**config.mk**
```make
export PLATFORM = sky130hd
export DESIGN_NAME = interrupt_controller
export DESIGN_NICKNAME = d
export VERILOG_FILES = /design/src/rtl/interrupt_controller.sv
export SDC_FILE = /design/constraint.sdc
export NUM_CORES = 1
export LEC_CHECK = 0
export CAP_MARGIN = 0
export CORE_MARGIN = 2
export CORE_UTILIZATION = 35
export CTS_BUF_LIST = sky130_fd_sc_hd__clkbuf_4
export DETAILED_ROUTE_END_ITERATION = 16
export DONT_BUFFER_PORTS = 1
export PLACE_DENSITY = 0.49
export SYNTH_ARGS = -nofsm -noshare
export SYNTH_HDL_FRONTEND = slang
export SYNTH_SLANG_ARGS = --single-unit
```
**constraint.sdc**
```tcl
create_clock -name clk -period 2.1 [get_ports clk]
set_input_delay 0.21 -clock clk [delete_from_list [all_inputs] [get_ports clk]]
set_output_delay 0.21 -clock clk [all_outputs]
set_load 0.03 [all_outputs]
```
**src/rtl/interrupt_controller.sv**
```systemverilog
// interrupt_controller
// Prioritised, edge-triggered interrupt controller for the multicycle CPU.
// Collects rising edges on NUM_IRQ maskable lines and one NMI line, offers
// the highest-priority unmasked request (index 0 = highest) on int_out/vector,
// and tracks in-service state until the CPU pulses eoi.
// Build option: define NESTING_EN to allow a higher-priority request to
// pre-empt an interrupt that is already in service (nested servicing).
module interrupt_controller #(
    parameter int NUM_IRQ = 8,
    parameter int VEC_W   = 3
) (
    input  logic               clk,
    input  logic               rst_n,
    input  logic [NUM_IRQ-1:0] irq,
    input  logic               nmi_in,
    input  logic               mask_we,
    input  logic [NUM_IRQ-1:0] mask_wdata,
    input  logic               int_ack,
    input  logic               eoi,
    output logic               int_out,
    output logic               nmi_out,
    output logic [VEC_W-1:0]   vector,
    output logic [NUM_IRQ-1:0] pending,
    output logic [NUM_IRQ-1:0] in_service
);

    // REQ_NEST is only reachable when nesting is compiled in.
    typedef enum logic [1:0] {
        IDLE     = 2'd0,
        REQ      = 2'd1,
        SERVICE  = 2'd2,
        REQ_NEST = 2'd3
    } state_t;

    // Registered state
    state_t             state_reg;
    logic [NUM_IRQ-1:0] mask_reg;
    logic [NUM_IRQ-1:0] pending_reg;
    logic [NUM_IRQ-1:0] in_service_reg;
    logic [NUM_IRQ-1:0] irq_q;
    logic               nmi_pend_reg;
    logic               nmi_q;
    logic               ack_q;
    logic               int_out_reg;
    logic [VEC_W-1:0]   vector_reg;

    // Combinational helpers
    logic [NUM_IRQ-1:0] irq_rise;
    logic [NUM_IRQ-1:0] eligible;
    logic [NUM_IRQ-1:0] vector_onehot;
    logic [NUM_IRQ-1:0] pending_clr;
    logic [NUM_IRQ-1:0] pending_next;
    logic [NUM_IRQ-1:0] service_set;
    logic [NUM_IRQ-1:0] service_clr;
    logic [NUM_IRQ-1:0] service_next;
    logic               nmi_rise;
    logic               ack_rise;
    logic               cpu_ack;
    logic               nmi_ack;
    logic               take_ack;
    logic               eoi_taken;
    logic               winner_valid;
    logic [VEC_W-1:0]   winner;
`ifdef NESTING_EN
    logic [VEC_W-1:0]   service_lowest;
    logic [VEC_W-1:0]   service_next_lowest;
    logic               nest_preempt;
`endif

    // Index of the lowest set bit (highest priority); 0 when no bit is set.
    function automatic logic [VEC_W-1:0] lowest_index(input logic [NUM_IRQ-1:0] bits);
        logic [VEC_W-1:0] idx;
        idx = '0;
        for (int i = NUM_IRQ - 1; i >= 0; i--) begin
            if (bits[i]) begin
                idx = VEC_W'(i);
            end
        end
        return idx;
    endfunction

    // Previous-cycle copies of the request, NMI and acknowledge lines for edge detection.
    always_ff @(posedge clk or negedge rst_n) begin
        if (!rst_n) begin
            irq_q <= '0;
            nmi_q <= 1'b0;
            ack_q <= 1'b0;
        end else begin
            irq_q <= irq;
            nmi_q <= nmi_in;
            ack_q <= int_ack;
        end
    end

    // Mask register: comes out of reset with every line masked.
    always_ff @(posedge clk or negedge rst_n) begin
        if (!rst_n) begin
            mask_reg <= '1;
        end else if (mask_we) begin
            mask_reg <= mask_wdata;
        end
    end

    // Event decode, arbitration and the set/clear vectors for pending and in-service.
    always_comb begin
        irq_rise      = irq & ~irq_q;
        nmi_rise      = nmi_in & ~nmi_q;
        ack_rise      = int_ack & ~ack_q;
        // A pending NMI always absorbs the acknowledge first.
        nmi_ack       = ack_rise & nmi_pend_reg;
        cpu_ack       = ack_rise & ~nmi_pend_reg;

        eligible      = pending_reg & ~mask_reg;
        winner_valid  = |eligible;
        winner        = lowest_index(eligible);

        vector_onehot = NUM_IRQ'(1) << vector_reg;
        take_ack      = cpu_ack && ((state_reg == REQ) || (state_reg == REQ_NEST));
        eoi_taken     = eoi && (state_reg == SERVICE);

        pending_clr   = take_ack ? vector_onehot : '0;
        service_set   = take_ack ? vector_onehot : '0;
`ifdef NESTING_EN
        // With nesting, the most recently entered (lowest index) handler finishes first.
        service_lowest = lowest_index(in_service_reg);
        service_clr    = eoi_taken ? (NUM_IRQ'(1) << service_lowest) : '0;
`else
        service_clr    = eoi_taken ? vector_onehot : '0;
`endif
        // A fresh edge in the same cycle as the acknowledge keeps the bit set.
        pending_next   = (pending_reg & ~pending_clr) | irq_rise;
        service_next   = (in_service_reg & ~service_clr) | service_set;
`ifdef NESTING_EN
        service_next_lowest = lowest_index(service_next);
        nest_preempt        = winner_valid && (winner < service_lowest);
`endif
    end

    // Per-line pending and in-service flops.
    genvar gi;
    generate
        for (gi = 0; gi < NUM_IRQ; gi++) begin : g_line
            // Pending bit for line gi.
            always_ff @(posedge clk or negedge rst_n) begin
                if (!rst_n) begin
                    pending_reg[gi] <= 1'b0;
                end else begin
                    pending_reg[gi] <= pending_next[gi];
                end
            end

            // In-service bit for line gi.
            always_ff @(posedge clk or negedge rst_n) begin
                if (!rst_n) begin
                    in_service_reg[gi] <= 1'b0;
                end else begin
                    in_service_reg[gi] <= service_next[gi];
                end
            end
        end
    endgenerate

    // NMI pending flag: set on an nmi_in edge, consumed by an acknowledge; a new edge wins.
    always_ff @(posedge clk or negedge rst_n) begin
        if (!rst_n) begin
            nmi_pend_reg <= 1'b0;
        end else if (nmi_rise) begin
            nmi_pend_reg <= 1'b1;
        end else if (nmi_ack) begin
            nmi_pend_reg <= 1'b0;
        end
    end

    // Offer/acknowledge/service sequencer with registered int_out and vector.
    always_ff @(posedge clk or negedge rst_n) begin
        if (!rst_n) begin
            state_reg   <= IDLE;
            int_out_reg <= 1'b0;
            vector_reg  <= '0;
        end else begin
            case (state_reg)
                IDLE: begin
                    if (winner_valid) begin
                        state_reg   <= REQ;
                        vector_reg  <= winner;
                        int_out_reg <= 1'b1;
                    end
                end
                REQ: begin
                    // vector stays frozen here whatever arbitration does meanwhile.
                    if (cpu_ack) begin
                        state_reg   <= SERVICE;
                        int_out_reg <= 1'b0;
                    end
                end
                SERVICE: begin
`ifdef NESTING_EN
                    if (eoi) begin
                        if (service_next == '0) begin
                            state_reg <= IDLE;
                        end else begin
                            vector_reg <= service_next_lowest;
                        end
                    end else if (nest_preempt) begin
                        state_reg   <= REQ_NEST;
                        vector_reg  <= winner;
                        int_out_reg <= 1'b1;
                    end
`else
                    if (eoi) begin
                        state_reg <= IDLE;
                    end
`endif
                end
                REQ_NEST: begin
                    if (cpu_ack) begin
                        state_reg   <= SERVICE;
                        int_out_reg <= 1'b0;
                    end
                end
                default: begin
                    state_reg   <= IDLE;
                    int_out_reg <= 1'b0;
                end
            endcase
        end
    end

    assign int_out    = int_out_reg;
    assign nmi_out    = nmi_pend_reg;
    assign vector     = vector_reg;
    assign pending    = pending_reg;
    assign in_service = in_service_reg;

endmodule

```
Word-level counts from Yosys, hierarchy flattened
Index checks and enable logic that the tools add are counted.

Multiplexer cells: 19. Bitwise logic cells: 17. Equality and inequality tests: 6. Reductions and logical operators: 11. Shift operators: 1.

Operator list (count): $and 8x8->8 (4); $not 8->8 (4); $mux 3 (8); $mux 8 (2); $or 8x8->8 (2); $reduce_or 8->1 (1); $shl 1x3->8 const A (1); $mux 2 (3); $pmux 2 s3 (1); $reduce_and 3->1 (2); $and 1x1->1 (4); $eq 2x2->1 const B (2); $mux 1 (4); $ne 2x2->1 const B (2); $reduce_bool 2->1 (2); $not 1->1 (3); $eq 2x1->1 const B (1); $logic_and 1x1->1 (2); $logic_not 2->1 (1); $ne 2x1->1 const B (1); $pmux 1 s2 (1); $reduce_and 2->1 (1); $reduce_or 2->1 (1); $logic_or 1x1->1 (1).

Output and inout bits: 21. Logic and storage cells: 78. Register bits after elaboration: 41. Bits of input ports: 22.

Depth between registers and ports, before layout
Depth after elaboration: 10. Gate-level depth with buffers: 4. Gate-level depth less buffers: 4.

Worst setup path before layout
Ideal clock, no wire load.

Path kind: register to register. Start point: register pending_reg[1] (netlist: pending[1]). End point: register vector_reg[0] (netlist: vector[0]). Library setup time: 0.128 ns. Arrival: 1.415 ns. Path slack: 0.557 ns. Clock period less this slack: 1.543 ns. Path buffers: 0. Required time: 1.972 ns. Stages on the path, launching flop included: 5. Cells stage by stage: dfrtp_1 -> and2b_1 -> nand4bb_1 -> o21ai_2 -> mux2_1.

Longest elaborated chain between the ends: 3. Elaborated cells between the ends (all ways): 5. Classes of those cells: 2 x mux; 1 x bitwise; 2 x reduce/logical.

Ends and longest elaborated chain: start, declared (line 38) `logic [NUM_IRQ-1:0] pending_reg;`; start signal, assigned by index (line 148) `pending_reg[gi] <= pending_next[gi];`; $and 8x8->8 * (line 113) `eligible = pending_reg & ~mask_reg;`; $reduce_or 8->1 or $mux 3 (tied branches) (line 114, 75); $reduce_and 2->1 (no line) or $mux 3 (tied branches); end signal, assigned (line 185) `vector_reg <= winner;`; end, declared (line 45) `logic [VEC_W-1:0] vector_reg;`.

Every way passes the cells marked *; elsewhere a longest branch is shown, timed or not. A chain may end at the register's enable or synchronous reset.

Worst setup path in the final report
Start point: register nmi_pend_reg (netlist: nmi_out). End point: register pending_reg[1] (netlist: pending[1]).

Longest elaborated chain between the ends: 7.

Ends and longest elaborated chain: start, declared (line 41) `logic nmi_pend_reg;`; start signal, assigned (line 166) `nmi_pend_reg <= 1'b0;`; start signal, assigned (line 168) `nmi_pend_reg <= 1'b1;`; start signal, assigned (line 170) `nmi_pend_reg <= 1'b0;`; $not 1->1 (line 111) `cpu_ack = ack_rise & ~nmi_pend_reg;`; $and 1x1->1 (line 111); $logic_and 1x1->1 (line 118) `take_ack = cpu_ack && ((state_reg == REQ) || (state_reg == REQ_NEST));`; $mux 8 (line 121) `pending_clr = take_ack ? vector_onehot : '0;`; $not 8->8 (line 131) `pending_next = (pending_reg & ~pending_clr) | irq_rise;`; $and 8x8->8 (line 131); $or 8x8->8 (line 131); net pending_next[1] (line 52) `logic [NUM_IRQ-1:0] pending_next;`.

The timed path passes the listed nets, and every way through them passes these cells.

==> out/metrics.cfg <==
[place]
gp_congestion=0.756
hpwl_um=2430
io_buffers=0
dpl-instance-area_um2=1670

[min_path]
hp-class=input pin to register
hold_end=mask_reg[0]
worstHoldStart=mask_wdata[0]
worstHoldPathCells=1

[timing]
tightestPinTransition_ps=430
hold_violations=0
setup_viol=0
max_freq_mhz=600
skew_ps=16.4
slew_violations=0
finalCritPeriodShare_pct=79.3
whs_ps=10.4
maxSlewHeadroom_pct=71.3
min_period_ps=1670
finalSetupTns_ps=0
grt_setup_unrepaired=false

[cts]
clk_latency_ps=350
cts.sinks=41
cts_resized=0
cts_max_level=2
numCtsBuffers=5
cts.path.max_buffers=2
path_clk_slew_ps=130
ctsHoldBuffers=16
postCtsSetupRepairBufs=0
cts_tree=built
clockRootBuffer=clkbuf_4

[cells_and_area]
synthToLayoutAreaGrowth_pct=19.1
fillers=431
drive_gt1_share_pct=16.6
antenna_cells=0
final_area_um2=1920
multi_input_area_um2=524
nNetsFinal=184
seq_area_um2=1040

[pwr]
ir_worst_vdd_uv=483
power.switching_mw=0.884
p_clk_share_pct=17.9
p_leak_nw=0.807
p_sw_share_pct=40.8
combPwrFrac_pct=18.4
sequentialPowerShare_pct=63.7
internal_power_mw=1.29
powerDensity_nw_per_um2=1130

[yosys]
yosys.cell_types.count=27
synthXorXnorAreaFrac_pct=0
synth_compound_area_share_pct=15.2
synth_top_family_by_area=compound AO/OA/AOI/OAI gates
synthAdderAreaFrac_pct=0
syn-num-nets=160
synth_mux_area_share_pct=4.90
synth-main-ff-cell=dfrtp_1
synth.ff_latch_count=41
synth_edf_count=0
ys_warn_count=0
async_flop_share_pct=100
ys_seq_area_share_pct=64.4
syn_area_per_cell_um2=11.7
netlist_area_um2=1610
synthSimpleGateAreaFrac_pct=12.5
synthCells=138

[worst_setup_path]
r2r_end=pending[1]
ff2ff_setup_slack_ps=430
worst_ep_arrival_time_ps=1910
end_kind=register
crit_type=register to register
cp.required_ps=2350
reg2reg_from=nmi_out
reg2regPathDepth=4
setup.worst_path.start_class=register
critPathMaxFanout=7

[outcome]
status=finished, final reports clean

[global_routing]
antenna_found_initial=0
grt_pass1_vias=1202
grt_max_degree=42
track_usage_pct=14.6
grt_pass1_wl_um=5750
globalRouteOverflowTotal=0

[die]
num_rows=24
design.core.area_um2=4380
die_width_um=71.8
die_h_um=71.8
dieArea_um2=5160
pin_count=43
start_util_pct=36.7

[routing]
wl_per_cell_um=15.9
drc_errors=0
vias=1108
via_per_inst=5.15
ant_nets=0
drtPass1Iterations=4
drt_first_iter_violations=43
finalWirelength_um=3420

[flow_run]
drv_cap=0

-- cell type report --
| type | instances | share of cell area [%] |
|---|---|---|
| Sequential cell | 41 | 54.1 |
| Multi-Input combinational cell | 84 | 27.4 |
| Timing Repair Buffer | 18 | 9.93 |
| Tap cell | 52 | 3.40 |
| Clock buffer | 6 | 2.35 |
| Inverter | 12 | 2.35 |
| Clock inverter | 2 | 0.523 |
-- critical path, cell delays in order (launching register included) --
cell	delay (ps)
dfrtp_1	530
and4bb_2	420
nand2_2	140
or2_1	290
a22o_1	180
-- cell usage in the layout (no fill, tap or decap) --
cell type / synthesis / routed
a21o_1: 1 / 1
a21oi_1: 4 / 4
a22o_1: 1 / 1
a31oi_1: 2 / 2
and2b_1: 2 / 2
and4bb_2: 1 / 1
buf_12: 0 / 1
clkbuf_4: 0 / 6
clkinv_2: 0 / 2
dfrtp_1: 33 / 33
dfstp_2: 8 / 8
dlygate4sd3_1: 0 / 17
inv_1: 12 / 12
mux2_1: 1 / 1
mux2_2: 6 / 6
nand2_1: 7 / 7
nand2_2: 1 / 1
nand2b_1: 10 / 10
nand4_1: 1 / 1
nand4b_1: 1 / 1
nand4bb_1: 2 / 2
nor2_1: 2 / 2
nor2b_1: 2 / 2
o211ai_1: 1 / 1
o21ai_0: 34 / 34
o21ai_2: 1 / 1
o32ai_1: 1 / 1
or2_1: 1 / 1
or2_2: 1 / 1
or3b_1: 1 / 1
-- cell families after synthesis --
| family | after synthesis |
|---|---|
| buffers and inverters | 13 |
| AND/OR/NAND/NOR | 32 |
| multiplexers | 7 |
| AO/OA/AOI/OAI | 45 |
| flip-flops | 41 |
-- cell usage after synthesis (2+ instances only) --
master | n | share of area (%)
a31oi_1 | 2 | 0.78
dfstp_2 | 8 | 13
nor2b_1 | 2 | 0.78
nand2b_1 | 10 | 3.9
nand2_1 | 7 | 1.6
inv_1 | 12 | 2.8
o21ai_0 | 34 | 11
dfrtp_1 | 33 | 51
a21oi_1 | 4 | 1.2
nor2_1 | 2 | 0.47
nand4bb_1 | 2 | 1.4
and2b_1 | 2 | 0.93
mux2_2 | 6 | 4.2
-- routing by layer --
metal / global-route usage, % / up-vias / wire [µm]
li1: - / 527 / -
met1: 16.2 / 547 / 1430
met2: 25.3 / 29 / 1710
met3: 6.61 / 5 / 240
met4: 4.40 / 0 / 51
met5: 0 / - / 0
-- power by group through the flow --
stage | Clock (mW) | Combinational (mW) | Sequential, mW
detailed placement | 0 | 0.353 | 1.40
global route | 0.430 | 0.469 | 1.41
CTS | 0.405 | 0.403 | 1.39
finish | 0.389 | 0.399 | 1.38
floorplan | 0 | 0.282 | 1.35
global placement | 0 | 0.348 | 1.40
-- how the worst max path moves through the flow --
stage	depth (start not counted)	end	from
after global placement	4	pending[1]	nmi_out
final	4	pending[1]	nmi_out
after global routing	4	pending[4]	nmi_out
after floorplan	4	vector[0]	pending[1]
after detailed placement	4	vector[0]	pending[1]
after CTS	4	pending[2]	nmi_out
-- through the flow --
| step | worst slack (ps) | power (mW) | util [%] | std cells |
|---|---|---|---|---|
| after floorplan | 557 | 1.63 | - | 138 |
| after global placement | 462 | 1.75 | 38.1 | 189 |
| after detailed placement | 454 | 1.76 | 38.1 | 189 |
| after CTS | 420 | 2.20 | 43.2 | 213 |
| after global routing | 337 | 2.31 | 43.7 | 215 |
| final | 434 | 2.17 | 43.7 | 215 |
(Power assumes the default switching activity.)
